==> src/rtl/neuron_pkg.sv <==
// Shared widths, defaults and state encoding for the neuron training controller.
package neuron_pkg;
  localparam int FINAL_W        = 23;
  localparam int LOSS_W         = 46;
  localparam int WEIGHTS_W      = 64;
  localparam int NUM_LANES      = 8;
  localparam int VEC_W          = 8;
  localparam int MAX_EPOCHS_DEF = 15;
  localparam int W_STEP_DEF     = 1;

  typedef enum logic [2:0] {
    S_IDLE, S_LOAD, S_CLEAR, S_FWD1, S_FWD2, S_EVAL, S_UPDATE, S_DONE
  } state_t;
endpackage

==> src/rtl/neuron_train_ctrl_if.sv <==
// Serial weight-load handshake between a config source and the controller.
interface neuron_train_ctrl_if;
  import neuron_pkg::*;
  logic             cfg_valid_i;
  logic [VEC_W-1:0] cfg_data_i;
  logic             cfg_ready_o;

  modport master (output cfg_valid_i, cfg_data_i, input cfg_ready_o);
  modport slave  (input cfg_valid_i, cfg_data_i, output cfg_ready_o);
endinterface

==> src/rtl/weight_step_sat.sv <==
// Per-lane saturating add/subtract of a fixed step, carried out in 9 bits
// so the carry/borrow bit selects the clamp value.
module weight_step_sat
  import neuron_pkg::*;
#(
  parameter int W_STEP = W_STEP_DEF
) (
  input  logic [NUM_LANES-1:0][VEC_W-1:0] w,
  input  logic                            dec,
  output logic [NUM_LANES-1:0][VEC_W-1:0] w_next
);
  localparam logic [VEC_W:0] STEP = (VEC_W+1)'(W_STEP);

  for (genvar i = 0; i < NUM_LANES; i++) begin : g_lane
    logic [VEC_W:0] ext, sum, dif;
    assign ext = {1'b0, w[i]};
    assign sum = ext + STEP;
    assign dif = ext - STEP;
    assign w_next[i] = dec ? (dif[VEC_W] ? '0 : dif[VEC_W-1:0])
                           : (sum[VEC_W] ? '1 : sum[VEC_W-1:0]);
  end
endmodule

==> src/rtl/neuron_train_ctrl.sv <==
// Training loop controller: loads 8 weights, runs clear/forward/evaluate
// passes against a neuron and nudges weights toward the target.
module neuron_train_ctrl
  import neuron_pkg::*;
#(
  parameter int MAX_EPOCHS = MAX_EPOCHS_DEF,
  parameter int W_STEP     = W_STEP_DEF
) (
  input  logic                 clk_i,
  input  logic                 rst_i,
  input  logic                 start_i,
  input  logic [3:0]           target_i,
  neuron_train_ctrl_if.slave   cfg,
  input  logic [FINAL_W-1:0]   final_i,
  input  logic [LOSS_W-1:0]    loss_i,
  output logic                 en_o,
  output logic                 zero_final_o,
  output logic                 zero_loss_o,
  output logic [WEIGHTS_W-1:0] weights_o,
  output logic                 busy_o,
  output logic                 done_o,
  output logic                 converged_o,
  output logic [7:0]           epoch_o,
  output logic [LOSS_W-1:0]    last_loss_o
);
  localparam logic [7:0] LAST_EPOCH = 8'(MAX_EPOCHS - 1);

  state_t                          state, next;
  logic [2:0]                      idx;
  logic [NUM_LANES-1:0][VEC_W-1:0] w_q, w_step;
  logic [3:0]                      target_q;
  logic [FINAL_W-1:0]              final_q;
  logic                            hit, dec;

  assign hit       = (final_i == FINAL_W'(target_q));
  // Direction comes from the result captured in EVAL, not the live input.
  assign dec       = (final_q > FINAL_W'(target_q));
  assign weights_o = w_q;

  weight_step_sat #(.W_STEP(W_STEP)) u_step (
    .w(w_q), .dec(dec), .w_next(w_step)
  );

  always_ff @(posedge clk_i or negedge rst_i)
    if (!rst_i) state <= S_IDLE;
    else        state <= next;

  always_comb begin
    next            = state;
    cfg.cfg_ready_o = 1'b0;
    en_o            = 1'b0;
    zero_final_o    = 1'b0;
    zero_loss_o     = 1'b0;
    case (state)
      S_IDLE:   if (start_i) next = S_LOAD;
      S_LOAD: begin
        cfg.cfg_ready_o = 1'b1;
        if (cfg.cfg_valid_i && idx == 3'd7) next = S_CLEAR;
      end
      S_CLEAR: begin
        zero_final_o = 1'b1;
        zero_loss_o  = 1'b1;
        next         = S_FWD1;
      end
      S_FWD1:   begin en_o = 1'b1; next = S_FWD2; end
      S_FWD2:   begin en_o = 1'b1; next = S_EVAL; end
      S_EVAL:   next = (hit || epoch_o == LAST_EPOCH) ? S_DONE : S_UPDATE;
      S_UPDATE: next = S_CLEAR;
      S_DONE:   next = S_IDLE;
      default:  next = S_IDLE;
    endcase
  end

  always_ff @(posedge clk_i or negedge rst_i) begin
    if (!rst_i) begin
      idx         <= '0;
      w_q         <= '0;
      target_q    <= '0;
      final_q     <= '0;
      epoch_o     <= '0;
      last_loss_o <= '0;
      converged_o <= 1'b0;
      busy_o      <= 1'b0;
      done_o      <= 1'b0;
    end else begin
      busy_o <= (next != S_IDLE);
      done_o <= (next == S_DONE);
      case (state)
        S_IDLE: if (start_i) begin
          target_q    <= target_i;
          epoch_o     <= '0;
          converged_o <= 1'b0;
          idx         <= '0;
        end
        S_LOAD: if (cfg.cfg_valid_i) begin
          w_q[idx] <= cfg.cfg_data_i;
          idx      <= idx + 3'd1;
        end
        S_EVAL: begin
          last_loss_o <= loss_i;
          final_q     <= final_i;
          if (hit) converged_o <= 1'b1;
        end
        S_UPDATE: begin
          w_q <= w_step;
          if (epoch_o != LAST_EPOCH) epoch_o <= epoch_o + 8'd1;
        end
        default: ;
      endcase
    end
  end
endmodule
==> src/flat_wrapper.sv <==
// flat-port wrapper written by rule: the top's interface ports become plain ports
module neuron_train_ctrl_flat import neuron_pkg::*;
#(
  parameter int MAX_EPOCHS = MAX_EPOCHS_DEF,
  parameter int W_STEP     = W_STEP_DEF
)
  (clk_i, rst_i, start_i, target_i, final_i, loss_i, en_o, zero_final_o, zero_loss_o, weights_o, busy_o, done_o, converged_o, epoch_o, last_loss_o, cfg_cfg_valid_i, cfg_cfg_data_i, cfg_cfg_ready_o);
  neuron_train_ctrl_if cfg_i ();
  input  logic clk_i;
  input  logic rst_i;
  input  logic start_i;
  input  logic [3:0] target_i;
  input  logic [FINAL_W-1:0] final_i;
  input  logic [LOSS_W-1:0] loss_i;
  output logic en_o;
  output logic zero_final_o;
  output logic zero_loss_o;
  output logic [WEIGHTS_W-1:0] weights_o;
  output logic busy_o;
  output logic done_o;
  output logic converged_o;
  output logic [7:0] epoch_o;
  output logic [LOSS_W-1:0] last_loss_o;
  input wire logic [$bits(cfg_i.cfg_valid_i)-1:0] cfg_cfg_valid_i;
  input wire logic [$bits(cfg_i.cfg_data_i)-1:0] cfg_cfg_data_i;
  output wire logic [$bits(cfg_i.cfg_ready_o)-1:0] cfg_cfg_ready_o;
  assign cfg_i.cfg_valid_i = cfg_cfg_valid_i;
  assign cfg_i.cfg_data_i = cfg_cfg_data_i;
  assign cfg_cfg_ready_o = cfg_i.cfg_ready_o;
  neuron_train_ctrl #(.MAX_EPOCHS(MAX_EPOCHS), .W_STEP(W_STEP)) u_core (.clk_i(clk_i), .rst_i(rst_i), .start_i(start_i), .target_i(target_i), .cfg(cfg_i), .final_i(final_i), .loss_i(loss_i), .en_o(en_o), .zero_final_o(zero_final_o), .zero_loss_o(zero_loss_o), .weights_o(weights_o), .busy_o(busy_o), .done_o(done_o), .converged_o(converged_o), .epoch_o(epoch_o), .last_loss_o(last_loss_o));
endmodule
==> config.mk <==
export PLATFORM = sky130hd
export DESIGN_NAME = neuron_train_ctrl_flat
export DESIGN_NICKNAME = d
export VERILOG_FILES = /design/src/rtl/neuron_pkg.sv /design/src/rtl/neuron_train_ctrl_if.sv /design/src/rtl/weight_step_sat.sv /design/src/rtl/neuron_train_ctrl.sv /design/src/flat_wrapper.sv
export SDC_FILE = /design/constraint.sdc
export NUM_CORES = 1
export LEC_CHECK = 0
export CORE_MARGIN = 2
export CORE_UTILIZATION = 30
export DETAILED_ROUTE_END_ITERATION = 10
export PLACE_DENSITY = 0.57
export SYNTH_ARGS = -nofsm -noshare
export SYNTH_HDL_FRONTEND = slang
export SYNTH_HIERARCHICAL = 1
export SYNTH_SLANG_ARGS = --single-unit
==> constraint.sdc <==
create_clock -name clk_i -period 2.3 [get_ports clk_i]
set_input_delay 0.46 -clock clk_i [delete_from_list [all_inputs] [get_ports clk_i]]
set_output_delay 0.46 -clock clk_i [all_outputs]
set_load 0.005 [all_outputs]
==> flow_summary_export.csv <==
group,metric,value,unit
status,violations,"negative setup slack",
worst_setup_path,path_class,"reg -> reg",
synth,syn-cell-area,10120,um^2
synth,async_flop_share,1.000,
clocking,worstSkewPairLatency,430,ps
layout,fin_area,14290,um^2
timing,hold_viol,0,
hold_path,hold_path.startpoint,"u_core/converged_o",
placement,numPortBuffers,209,
worst_setup_path,endpoint_kind,"flop",
clocking,cts-root-buf,"clkbuf_16",
synth,synth_fp_nets,1261,
placement,dp_hpwl,22920,um
placement,place.gp.congestion,0.8526,
layout,layout_common_cells,"207 x clkdlybuf4s50_1, 159 x nand2_1, 151 x dfrtp_1, 110 x nor2_1, 80 x buf_4",
timing,worstMarginPinSlew,703.9,ps
pwr,power_frac_comb,0.531,
global_routing,grt_pass1_wl,52720,um
layout,final-seq-area,3857,um^2
layout,drive_above_1_share,0.2033,
floorplan,initial_core_util,0.3033,
pwr,p_int,10.84,mW
worst_setup_path,reg2reg_from,"u_core/final_q[1]",
synth,synth_top_area_share,0.3808,
pwr,switching_share,0.3913,
synth,synthFlopType,"dfrtp_1",
worst_setup_path,worstPathCellList,"ha_4 > a21oi_1 > o21a_1 > o21ai_4 > buf_12 > or4b_4 > o21ai_2 > mux2i_1 > a41o_1 > nor2_2 > a31oi_1",
pwr,clkPwrFrac,0.172,
floorplan,die_area,35220,um^2
floorplan,coreArea,33360,um^2
detailed_routing,drt_first_iter_violations,693,
timing,rsz0062_at_grt,"yes",
timing,timing.final.crit_share,1.073,
timing,clock_skew,12.07,ps
detailed_routing,via_count,9659,
layout,antennaDiodeCount,0,
synth,synthDistinctLibCells,71,
synth,synth_top_area_cell,"dfrtp_1",
placement,place_area,13130,um^2
status,outcome,"finished with violations",
pwr,pwr-share-seq,0.296,
worst_setup_path,arrival,2760,ps
pwr,p_per_area,1245,nW/um^2
synth,synth_area_leaders,"dfrtp_1 38%, mux2_2 8.2%, nand2_1 6.0%",
timing,setup_viol_count_final,21,
synth,ys_seq_elements,154,
pwr,p_switching,6.964,mW
detailed_routing,dr.pass1.iters,6,
detailed_routing,drc,0,
clocking,clk_pin_slew,70,ps
layout,nets,1498,
timing,period_minus_slack,2467,ps
layout,multi_input_area,6026,um^2
pwr,p_leak,5.967,nW
clocking,cts_inserted_buffers,17,
worst_setup_path,cp_max_fo,5,
synth,avgSynthCellArea,8.786,um^2
timing,max_freq,0.4054,GHz
floorplan,num_rows,67,
worst_setup_path,critPathLaunchType,"flop",
synth,yosysWarnings,6,
worst_setup_path,cp.depth,11,
timing,tns,-1032,ps
clocking,htree_levels,4,
layout,layout_commonest_cell,"clkdlybuf4s50_1",
global_routing,grt_pass1_vias,9504,
clocking,cts_tree,"done",
global_routing,met2_usage,0.3009,
worst_setup_path,path_buf_inv,1,
timing,worst_slack,-166.9,ps
global_routing,busiest_layer,"met2",
timing,slew_headroom,0.5271,
global_routing,grt.total_usage,0.1859,
worst_setup_path,rr_worst_depth,11,
synth,synth_cells,1152,
floorplan,pin_count,210,
pwr,finalPower,17.80,mW
layout,area_growth,41.22,%
job,drv_cap,0,
global_routing,grt_start_max_net_pins,75,
global_routing,overflow,0,
pwr,ir_drop,0.0006057,V
detailed_routing,ant_nets,0,
hold_path,hp-class,"reg -> reg",
layout,post-route-util,0.4284,
worst_setup_path,worst-endpoint-required,2600,ps
floorplan,die_h,187.7,um
detailed_routing,wire_per_inst,17.83,um
worst_setup_path,critPathTopFamily,"compound AO/OA/AOI/OAI gates",
global_routing,antenna_found_initial,1,
worst_setup_path,cp_slowest_cell,"or4b_4",
timing,slew_violations,0,
layout,fill_cells,3342,
synth,synth_enable_flop_cells,0,
clocking,cts_max_path_buffers,2,
detailed_routing,vias_per_cell,5.221,
clocking,cts.sinks,154,
detailed_routing,drt_wl_total,32980,um
global_routing,use_met1,0.2388,
synth,seq_area_frac_synth,0.3808,
hold_path,min_path_cells,2,
worst_setup_path,cpPeakStageDelay,460,ps
floorplan,fp.dieW,187.7,um
worst_setup_path,crit_path_start,"u_core/final_q[1]",
global_routing,grt.met3_usage,0.06494,
-- worst register-to-register path, delay by kind of cell, from the launching register on --
family / cells / cell delay (ps)
compound gates: 6 / 880
fa+ha+maj: 1 / 280
buf+inv: 1 / 160
flops: 1 / 410
mux: 1 / 80
simple gates: 2 / 530
-- registers in the layout, summed over array words and instances (netlist names) --
signal and flops:
u_core/final_q 23, u_core/state 3, u_core/done_o 1, u_core/converged_o 1, u_core/weights_o 64, u_core/epoch_o 8
u_core/idx 3, u_core/busy_o 1, u_core/target_q 4, u_core/last_loss_o 46
-- kinds of logic after synthesis --
group                    share of synthesized area
AND/OR/NAND/NOR                             0.2400
AO/OA/AOI/OAI                               0.1408
flip-flops                                  0.3808
buffers and inverters                      0.05427
multiplexers                                0.1251
XOR/XNOR                                   0.02942
adder cells (fa/ha/maj)                    0.02967
-- worst paths after layout --
kind,to,slack (ps)
hold / removal,u_core/converged_o,490
setup reg to reg,u_core/weights_o[55],-170
setup / recovery,u_core/weights_o[55],-170
hold reg to reg,u_core/converged_o,490
min in group asynchronous,u_core/last_loss_o[43],530
max in group asynchronous,u_core/weights_o[5],1100
-- power groups by stage --
stage,registers [mW],clock network [mW],logic [mW]
CTS,5.24,3.14,9.25
floorplan,4.95,0,5.22
global route,5.50,3.23,10.4
detailed placement,5.23,0,9.00
global placement,5.18,0,8.90
finish,5.28,3.07,9.46
-- per-stage QoR --
stage	setup slack, ps	hold WS [ps]	instances
finish	-166.9	492.7	1850
global route	-276.0	516.7	1850
CTS	-202.6	501.8	1846
detailed placement	-295.3	431.9	1799
global placement	-260.0	431.9	1799
floorplan	7.216	164.4	1152
-- timing repair --
item	4_1_cts	5_1_grt
pin swaps	42	30
gates resized for setup	50	34
setup endpoints to repair	45	68
setup buffers	13	6
endpoints found under the hold margin	39	0
hold buffers	1	0
cloned	3	0
-- metal layers --
metal,routed length [um],part of all wire,vias up
met5,13,0.00039,-
met4,311,0.0094,2
met3,2938,0.089,25
met2,15430,0.47,330
met1,14290,0.43,4669
li1,-,-,4633
-- cell usage after synthesis (all sizes together) (4+ instances only) --
library cell	n
and4	7
or3	6
ha	24
nor3	29
a22o	4
xnor2	16
nor2	112
a21o	5
o22ai	9
mux2i	41
nand3	30
and3	12
or4b	7
nor3b	15
o21a	4
nand3b	6
o21ai	46
nand2b	9
o31ai	6
inv	30
mux2	74
or4	6
o22a	4
o31a	4
nand2	161
xor2	18
buf	41
nand4	14
nor2b	12
dfrtp	154
o221ai	4
a31oi	58
a21oi	45
a311oi	4
nor4	25
or2	6
a211oi	6
nor4b	7
clkbuf	55
-- final cells by class --
cell class / instances / area share
clock buffer: 17 / 0.02976
tap: 448 / 0.03922
sequential: 154 / 0.2699
timing repair buffer: 314 / 0.2175
multi-input combinational: 872 / 0.4216
clock inverter: 15 / 0.01409
inverter: 30 / 0.007879
Power figures use the tool's default switching activity.
